==> src/rtl/pipe_reg_array_pkg.sv <==
// Shared MAC pipeline definitions: default stage geometry and the
// occupancy-counter width helper. Used by pipe_reg_array, pipe_stage and
// by any bench that must size the occupancy port identically.
package mac_pkg;

    // Default data width of one MAC datapath stage (multiplier output).
    localparam int MAC_WIDTH = 8;

    // Default number of register stages between multiplier and accumulator.
    localparam int MAC_DEPTH = 3;

    // Bits needed to count 0..depth valid stages inclusive.
    function automatic int occ_width(input int depth);
        int w;
        w = $clog2(depth + 1);
        if (w < 1) begin
            w = 1;
        end else begin
            w = w;
        end
        return w;
    endfunction

endpackage : mac_pkg

==> src/rtl/pipe_reg_array_stage.sv <==
// One pipeline stage: a WIDTH-bit data register plus its valid bit.
// Load copies the upstream valid bit; the data register only changes when
// the upstream beat is valid, so bubbles passing through cause no toggling.
// Flush drops the valid bit but keeps the data register untouched.
module pipe_stage
    import mac_pkg::*;
#(
    parameter int WIDTH = MAC_WIDTH
) (
    input  logic             clk,
    input  logic             clr,
    input  logic             flush,
    input  logic             load,
    input  logic [WIDTH-1:0] src_data,
    input  logic             src_vld,
    output logic [WIDTH-1:0] data,
    output logic             vld
);

    // Stage register: clear beats flush, flush beats load, otherwise stall.
    always_ff @(posedge clk) begin
        if (!clr) begin
            data <= '0;
            vld  <= 1'b0;
        end else if (flush) begin
            vld  <= 1'b0;
        end else if (load) begin
            vld <= src_vld;
            if (src_vld) begin
                data <= src_data;
            end
        end
    end

endmodule : pipe_stage

==> src/rtl/pipe_reg_array.sv <==
// pipe_reg_array: WIDTH-bit, DEPTH-stage register pipeline with per-stage
// valid bits, valid/ready backpressure, bubble collapsing and flush.
// Optional feature macro: PIPE_REG_ARRAY_OCC_EN adds the registered
// occupancy output occ (number of valid stages).
// The last stage drives out_data/out_vld directly, so outputs are registered;
// in_rdy is combinational from out_rdy through the valid chain.
module pipe_reg_array
    import mac_pkg::*;
#(
    parameter int WIDTH = MAC_WIDTH,
    parameter int DEPTH = MAC_DEPTH
) (
    input  logic             clk,
    input  logic             clr,
    input  logic [WIDTH-1:0] in_data,
    input  logic             in_vld,
    output logic             in_rdy,
    output logic [WIDTH-1:0] out_data,
    output logic             out_vld,
    input  logic             out_rdy,
    input  logic             flush
`ifdef PIPE_REG_ARRAY_OCC_EN
    ,
    output logic [occ_width(DEPTH)-1:0] occ
`endif
);

    logic [WIDTH-1:0] stage_data [DEPTH];
    logic [DEPTH-1:0] stage_vld;
    logic [WIDTH-1:0] src_data   [DEPTH];
    logic [DEPTH-1:0] src_vld;
    logic [DEPTH-1:0] adv;

    // Advance chain: stage k may load when it or any stage downstream of it
    // is empty, or when the consumer is taking the last stage. Written in
    // closed form over the valid bits so there is no combinational
    // self-dependency between adv bits.
    always_comb begin
        adv = '0;
        for (int k = 0; k < DEPTH; k++) begin
            logic room;
            room = out_rdy;
            for (int j = k; j < DEPTH; j++) begin
                room = room | ~stage_vld[j];
            end
            adv[k] = room;
        end
    end

    // No beat is accepted during a flush cycle.
    assign in_rdy = adv[0] & ~flush;

    genvar k;
    generate
        for (k = 0; k < DEPTH; k++) begin : g_stage
            if (k == 0) begin : g_head
                assign src_data[k] = in_data;
                assign src_vld[k]  = in_vld & in_rdy;
            end else begin : g_body
                assign src_data[k] = stage_data[k-1];
                assign src_vld[k]  = stage_vld[k-1];
            end

            pipe_stage #(
                .WIDTH (WIDTH)
            ) u_stage (
                .clk      (clk),
                .clr      (clr),
                .flush    (flush),
                .load     (adv[k]),
                .src_data (src_data[k]),
                .src_vld  (src_vld[k]),
                .data     (stage_data[k]),
                .vld      (stage_vld[k])
            );
        end
    endgenerate

    assign out_data = stage_data[DEPTH-1];
    assign out_vld  = stage_vld[DEPTH-1];

`ifdef PIPE_REG_ARRAY_OCC_EN
    localparam int OCC_W = occ_width(DEPTH);

    logic in_xfer;
    logic out_xfer;

    assign in_xfer  = in_vld & in_rdy;
    assign out_xfer = out_vld & out_rdy;

    // Occupancy counter tracking the number of valid stages.
    always_ff @(posedge clk) begin
        if (!clr) begin
            occ <= '0;
        end else if (flush) begin
            occ <= '0;
        end else begin
            case ({in_xfer, out_xfer})
                2'b10:   occ <= occ + OCC_W'(1);
                2'b01:   occ <= occ - OCC_W'(1);
                default: occ <= occ;
            endcase
        end
    end
`endif

endmodule : pipe_reg_array

==> config.mk <==
export PLATFORM = sky130hd
export DESIGN_NAME = pipe_reg_array
export DESIGN_NICKNAME = d
export VERILOG_FILES = /design/src/rtl/pipe_reg_array_pkg.sv /design/src/rtl/pipe_reg_array_stage.sv /design/src/rtl/pipe_reg_array.sv
export SDC_FILE = /design/constraint.sdc
export NUM_CORES = 1
export LEC_CHECK = 0
export ABC_AREA = 1
export CORE_ASPECT_RATIO = 1.75
export CORE_MARGIN = 1
export CORE_UTILIZATION = 49
export DETAILED_ROUTE_END_ITERATION = 8
export MAX_ROUTING_LAYER = met4
export PLACE_DENSITY = 0.84
export SYNTH_ARGS = -nofsm -noshare
export SYNTH_HDL_FRONTEND = slang
export SYNTH_SLANG_ARGS = --single-unit
==> constraint.sdc <==
create_clock -name clk -period 1.34 [get_ports clk]
set_input_delay 0.335 -clock clk [delete_from_list [all_inputs] [get_ports clk]]
set_output_delay 0.335 -clock clk [all_outputs]
set_load 0.03 [all_outputs]
* Word level (Yosys, flattened, before mapping)
Index checks and enable logic that the tools add are counted.
Word-level totals: flip-flop bits (word level) 27, input bits 13
Cells by class: bitwise gates (word level) 13, reductions and logical operators 4
Operators with widths (number):
- AND reduction 3 bit | 3
- bitwise OR 1 bit | 6
- inverter 1 bit | 5
- AND 1 bit | 2
- OR reduction 2 bit | 1

* Depth between registers and ports, before layout
Gate-level depths: netlist of run 1.
depth after elaboration 7, gate-level depth with buffers 6, depth with buffers taken out 6

* Hierarchy
A second synthesis of run 1 with hierarchy kept.
Second synthesis, totals: cell total of the unflattened synthesis 183, area total of the unflattened synthesis 1232.4 µm²
Modules (own cells, without submodules):
- pipe_stage | instances 3, cells an instance 58, area each 395.4 µm²
- pipe_reg_array | instances 1, cells an instance 9, area each 46.3 µm²

* Least setup slack after synthesis of run 1
No wires, ideal clock.
path kind register -> output, start point register g_stage[2].u_stage.vld, end point output in_rdy, arrival 1029 ps, slack -24 ps, stages on the path, launching flop included 5, path through dfxtp_1 nand4_2 buf_6 nand2_1 inv_1
Between the ends: longest elaborated chain between the ends 3
Ends and longest elaborated chain:
- start, declared | line pipe_reg_array_stage.sv:17 | output logic vld
- start signal, assigned | line pipe_reg_array_stage.sv:28 | vld <= src_vld;
- inverter 1 bit | line pipe_reg_array.sv:44 | room = room | ~stage_vld[j];
- bitwise OR 1 bit | line pipe_reg_array.sv:44
- AND 1 bit | line pipe_reg_array.sv:51 | assign in_rdy = adv[0] & ~flush;
- end, declared | line pipe_reg_array.sv:17 | output logic in_rdy,
Every way passes these cells.

* Worst setup path after layout of run 1
Ends and elaborated chain as after synthesis.

==> results of run 1 <==
-- state kept, by name, indices dropped and copies added (netlist names) --
register / cells
g_stage.u_stage.data: 24
g_stage.u_stage.vld: 3
-- placed cells by master (no fill, tap or decap), types with 3 or more instances in the layout --
master           Yosys  layout
clkdlybuf4s50_1      0      10
nor2_2               7       7
nor2_1              18      18
buf_4                1      16
o21ai_0             14      14
dfxtp_1             27      24
inv_1               37      34
clkbuf_4             0       3
nand2_1             19      18
buf_2                2       8
a21oi_1             11      11
nand4_1              7       7
inv_2                1       4
-- logic make-up (layout without fill, tap and decap cells) --
group	count (synthesis)	after routing	synth area share [%]
AO/OA/AOI/OAI	27	27	11.7
AND/OR/NAND/NOR	57	57	24.5
flip-flops	27	27	46.9
buffers and inverters	44	80	16.8
-- critical path, delay by kind of cell, from the launching register on --
family | cells | cell delay (ns)
flops | 1 | 0.38
simple gates | 2 | 0.19
buf+inv | 2 | 0.15
-- Yosys cell counts (all sizes together) --
cell,number
nand2,20
nand4,9
nand3,3
o21ai,16
dfxtp,27
a21oi,11
nor2,25
buf,6
inv,38
-- area by class of cell --
class / count / area share [%]
clock inverter: 1 / 0.338
inverter: 38 / 9.64
multi-input combinational: 84 / 29.0
timing repair buffer: 38 / 20.3
clock buffer: 3 / 1.52
sequential: 27 / 37.1
tap: 24 / 2.03
-- power by group through the flow --
stage	clock [mW]	sequential (mW)	combinational, mW
2_1_floorplan	0	0.858	0.103
3_3_place_gp	0	0.855	0.166
3_5_place_dp	0	0.857	0.171
4_1_cts	0.352	0.836	0.179
5_1_grt	0.394	0.838	0.202
6_report	0.342	0.835	0.179
-- per-stage QoR --
step	utilization [%]	instances	area (µm²)	setup slack, ns	TNS, ns
after floorplan	-	155	1150	0.105	0
after global placement	66.6	206	1430	-0.242	-4.01
after detailed placement	66.6	206	1430	-0.262	-4.93
after CTS	70.7	214	1520	-0.0762	-0.0762
after global routing	68.9	215	1480	-0.0980	-0.0980
final	68.9	215	1480	-0.0467	-0.0467
-- repair_timing --
item,CTS,global route
setup buffers,4,1
resized for setup,36,17
endpoints found under the setup margin,9,10
endpoints found under the hold margin,0,0
pin swaps,2,2
-- per-layer routing --
metal	wire, µm	vias to the layer above	track usage (%)
met1	841	457	18.6
met5	0	-	-
met3	82	3	2.02
li1	-	542	-
met2	1160	25	37.5
met4	22	0	6.47
-- path summary, 6_finish.rpt --
path / cells past startpoint / slack, ns / start / to
hold reg to reg: 2 / 0.45 / g_stage[2].u_stage.data[3] / g_stage[2].u_stage.data[3]
setup reg to reg: 5 / 0.16 / g_stage[2].u_stage.vld / g_stage[2].u_stage.data[5]
setup / recovery: 4 / -0.05 / g_stage[2].u_stage.vld / in_rdy
hold / removal: 2 / 0.45 / g_stage[2].u_stage.data[3] / g_stage[2].u_stage.data[3]
==> out/metrics.yaml, run 1 <==
cts.path.max_buffers: 2
fin_total_pwr_mw: 1.36
grt_max_degree: 16
die_h_um: 66.2
p_switching_mw: 0.334
ys_top_cells_by_area: "dfxtp_1 47%, inv_1 12%, nand2_1 6.2%"
powerDensity_mw_per_mm2: 917
p_int_mw: 1.02
setup_ws_ns: -0.0467
tightest_slew_ns: 0.213
gp_congestion: 0.710
syn_avg_cell_area_um2: 7.43
worstSetupPathType: "flop to output pin"
path_clk_slew_ns: 0.14
cp_data_arrival_time_ns: 1.05
min_period_ns: 1.39
die_x_um: 38.7
synth.yosys.seq_area_share_pct: 46.9
synth_top_area_cell: "dfxtp_1"
end_kind: "output pin"
synth_nets: 168
ff_latch_area_um2: 549
slew_violations: 0
drc: 0
vias: 1027
multiInputGateArea_um2: 429
cts_buffers: 3
overflow: 0
htree_levels: 1
slew_headroom_pct: 85.8
path_max_fanout: 3
hold_path_class: "flop to flop"
antenna_found_initial: 0
cap_violations: 0
cp.required_ns: 1.00
yosys.area.top_type_share_pct: 46.9
clk_latency_ns: 0.32
dieArea_mm2: 0.00256
postSynthCellCount: 155
cts.sinks: 27
finalWirelength_um: 2110
switching_share_pct: 24.6
grt_pass1_vias: 957
areaGrowthSynthToFinish_pct: 28.3
dp_hpwl_um: 1580
rsz0062_at_grt: "true"
slowest_stage: "dfxtp_4"
ys_seq_elements: 27
portBuffers: 22
pin_count: 23
fin_crit_sh_pct: 103
avgViaCountPerCell: 4.78
p_comb_share_pct: 13.2
clock_skew_ns: 0.00315
layout.nets: 205
postCtsHoldBufs: 0
finalHoldViolCount: 0
status: "finished, violations left"
path_cells: "nand4_4 -> nand2_2 -> inv_2 -> buf_6"
grt_pass1_wl_um: 3570
wl_per_cell_um: 9.79
syn_area_mm2: 0.00115
max_stage_delay_ns: 0.38
num_rows: 22
critPathLaunchType: "flop"
p_leak_nw: 0.715
ant_nets: 0
diodes: 0
grt_usage_pct: 19.5
violations: "setup timing"
max-vdd-ir-drop_uv: 668
drtIter0Drc: 10
seq_power_share_pct: 61.6
p_clk_share_pct: 25.2
cts-root-buf: "clkbuf_4"
start_util_pct: 53.7
ys_types: 17
tritoncts: "yes"
max_freq_mhz: 721
fillers: 192
core_region_area_mm2: 0.00215
holdWs_ns: 0.447
drive_gt1_share_pct: 26.2
finalSetupViolCount: 1
firstDrtPassIters: 4
ys_warn_count: 0
No activity file was read; power rests on OpenSTA's default activity.
==> run 2: changes to the inputs <==
--- a/config.mk
+++ b/config.mk
@@ -12,6 +12,8 @@
 export DETAILED_ROUTE_END_ITERATION = 8
 export MAX_ROUTING_LAYER = met4
 export PLACE_DENSITY = 0.84
+export RECOVER_POWER = 50
+export SKIP_LAST_GASP = 1
 export SYNTH_ARGS = -nofsm -noshare
 export SYNTH_HDL_FRONTEND = slang
 export SYNTH_SLANG_ARGS = --single-unit
==> run 2 against run 1 <==
Net effect:
- the flow still finishes with violations (setup timing)
- clock skew fell by 0.0019 ns
- wire length fell by 1.7%
- register-to-register slack got worse by 0.02 ns
- cell count did not move
- final area fell by 0.85%
- fmax rose by 0.21%
- utilization fell by 0.58 points
- critical path type unchanged
==> out/metrics.yaml, run 2 (synthesis results as in run 1) <==
ant_nets: 0  # unchanged
cap_violations: 0  # unchanged
final_cell_mix: "34 x inv_1, 24 x dfxtp_1, 19 x nand2_1, 18 x nor2_1"
cts.path.max_buffers: 2  # unchanged
drtIter0Drc: 11  # +1
cts_buffers: 3  # unchanged
gp_congestion: 0.710  # unchanged
drive_gt1_share_pct: 25.1  # -1.0 points
end_kind: "output pin"
dp_hpwl_um: 1580  # unchanged
clk_latency_ns: 0.32  # about the same
die_h_um: 66.2  # unchanged
wl_per_cell_um: 9.62  # -1.7%
reg.largest.list: "g_stage.u_stage.data: 24 flops, g_stage.u_stage.vld: 3 flops"
status: "finished, violations left"
firstDrtPassIters: 4  # unchanged
seq_power_share_pct: 61.8  # +0.2 points
p_int_mw: 1.02  # -0.31%
start_util_pct: 53.7  # unchanged
max_freq_mhz: 723  # +0.21%
holdWs_ns: 0.447  # +0.000143 ns
overflow: 0  # unchanged
top_register: "g_stage.u_stage.data"
layout.nets: 205  # unchanged
switching_share_pct: 24.6  # -0.027 points
largest_reg_flops: 24  # unchanged
finalNonFillerCells: 215  # unchanged
worstSetupPathType: "flop to output pin"
dieArea_mm2: 0.00256  # unchanged
pin_count: 23  # unchanged
violations: "setup timing"
powerDensity_mw_per_mm2: 921  # +0.50%
diodes: 0  # unchanged
clock_skew_ns: 0.00126  # -0.00190 ns
slew_violations: 0  # unchanged
tightest_slew_ns: 0.321  # +0.108 ns
p_leak_nw: 0.711  # -0.59%
finalHoldViolCount: 0  # unchanged
path_clk_slew_ns: 0.14  # about the same
num_rows: 22  # unchanged
p_comb_share_pct: 12.9  # -0.3 points
hold_path_class: "flop to flop"
portBuffers: 22  # unchanged
max-vdd-ir-drop_uv: 664  # -0.59%
avgViaCountPerCell: 4.75  # -0.58%
cp.required_ns: 1.00  # about the same
cts.sinks: 27  # unchanged
fillers: 194  # +1.0%
htree_levels: 1  # unchanged
path_max_fanout: 3  # unchanged
antenna_found_initial: 0  # unchanged
finalSetupViolCount: 1  # unchanged
fin_crit_sh_pct: 103  # -0.21 points
place_ws_ns: -0.262  # unchanged
slew_headroom_pct: 78.5  # -7.2 points
p_clk_share_pct: 25.3  # about the same
die_x_um: 38.7  # unchanged
final_common_cell: "inv_1"
areaGrowthSynthToFinish_pct: 27.3
critPathLaunchType: "flop"
p_switching_mw: 0.333  # -0.46%
cts-root-buf: "clkbuf_4"
grt_max_degree: 16  # unchanged
grt_usage_pct: 19.5  # unchanged
tritoncts: "yes"
min_period_ns: 1.38  # -0.00287 ns
finalWirelength_um: 2070  # -1.7%
place_inst: 206  # unchanged
grt_pass1_vias: 957  # unchanged
rsz0062_at_grt: "true"
drc: 0  # unchanged
grt_pass1_wl_um: 3570  # unchanged
setup_ws_ns: -0.0439  # +0.00287 ns
core_region_area_mm2: 0.00215  # unchanged
vias: 1021  # -0.58%
cp_data_arrival_time_ns: 1.05  # about the same
run 2: layer usage:
layer  wire, µm  vias up  global-route usage (%)
met5          0        -                       -
met4         21        0                    6.47
met3        100        3                    2.02
met2       1160       32                    37.5
met1        784      444                    18.6
li1           -      542                       -
run 2: final timing paths:
path | cells after the start | start | slack (ns) | to
worst max register to register | 6 | g_stage[1].u_stage.vld | 0.14 | g_stage[1].u_stage.data[5]
worst min register to register | 2 | g_stage[2].u_stage.data[3] | 0.45 | g_stage[2].u_stage.data[3]
worst min-delay path | 2 | g_stage[2].u_stage.data[3] | 0.45 | g_stage[2].u_stage.data[3]
worst max-delay path | 4 | g_stage[2].u_stage.vld | -0.04 | in_rdy
run 2: power by group through the flow:
stage	sequential [mW]	combinational (mW)	clock, mW
2_1_floorplan	0.858	0.103	0
6_report	0.835	0.174	0.342
3_3_place_gp	0.855	0.166	0
4_1_cts	0.836	0.179	0.352
5_1_grt	0.838	0.198	0.394
3_5_place_dp	0.857	0.171	0
run 2: what timing repair did:
action                     in CTS  in global routing
setup endpoints to repair       9                 10
buffers inserted                4                  1
pin swaps                       2                  2
cloned                          0                  0
hold buffers                    0                  0
resized for setup              35                 16
run 2: stage by stage:
step | power (mW) | util [%] | setup TNS [ns] | area (µm²)
after floorplan | 0.961 | - | 0 | 1150
after global placement | 1.02 | 66.6 | -4.01 | 1430
after detailed placement | 1.03 | 66.6 | -4.93 | 1430
after CTS | 1.37 | 70.6 | -0.136 | 1520
after global routing | 1.43 | 68.3 | -0.153 | 1470
final | 1.35 | 68.3 | -0.0439 | 1470
run 2: critical path, stage by stage (launching register included):
cell,delay (ns)
dfxtp_4,0.38
nand4_4,0.11
nand2_2,0.08
inv_2,0.03
buf_6,0.12
run 2: layout make-up:
class,instances,area (µm²),area share (%)
clock inverters,1,5.00,0.341
inverters,38,143,9.73
flip-flops and latches,27,549,37.5
repair buffers,38,295,20.1
multi-input cells,84,422,28.8
clock buffers,3,22.5,1.54
well taps,24,30.0,2.05
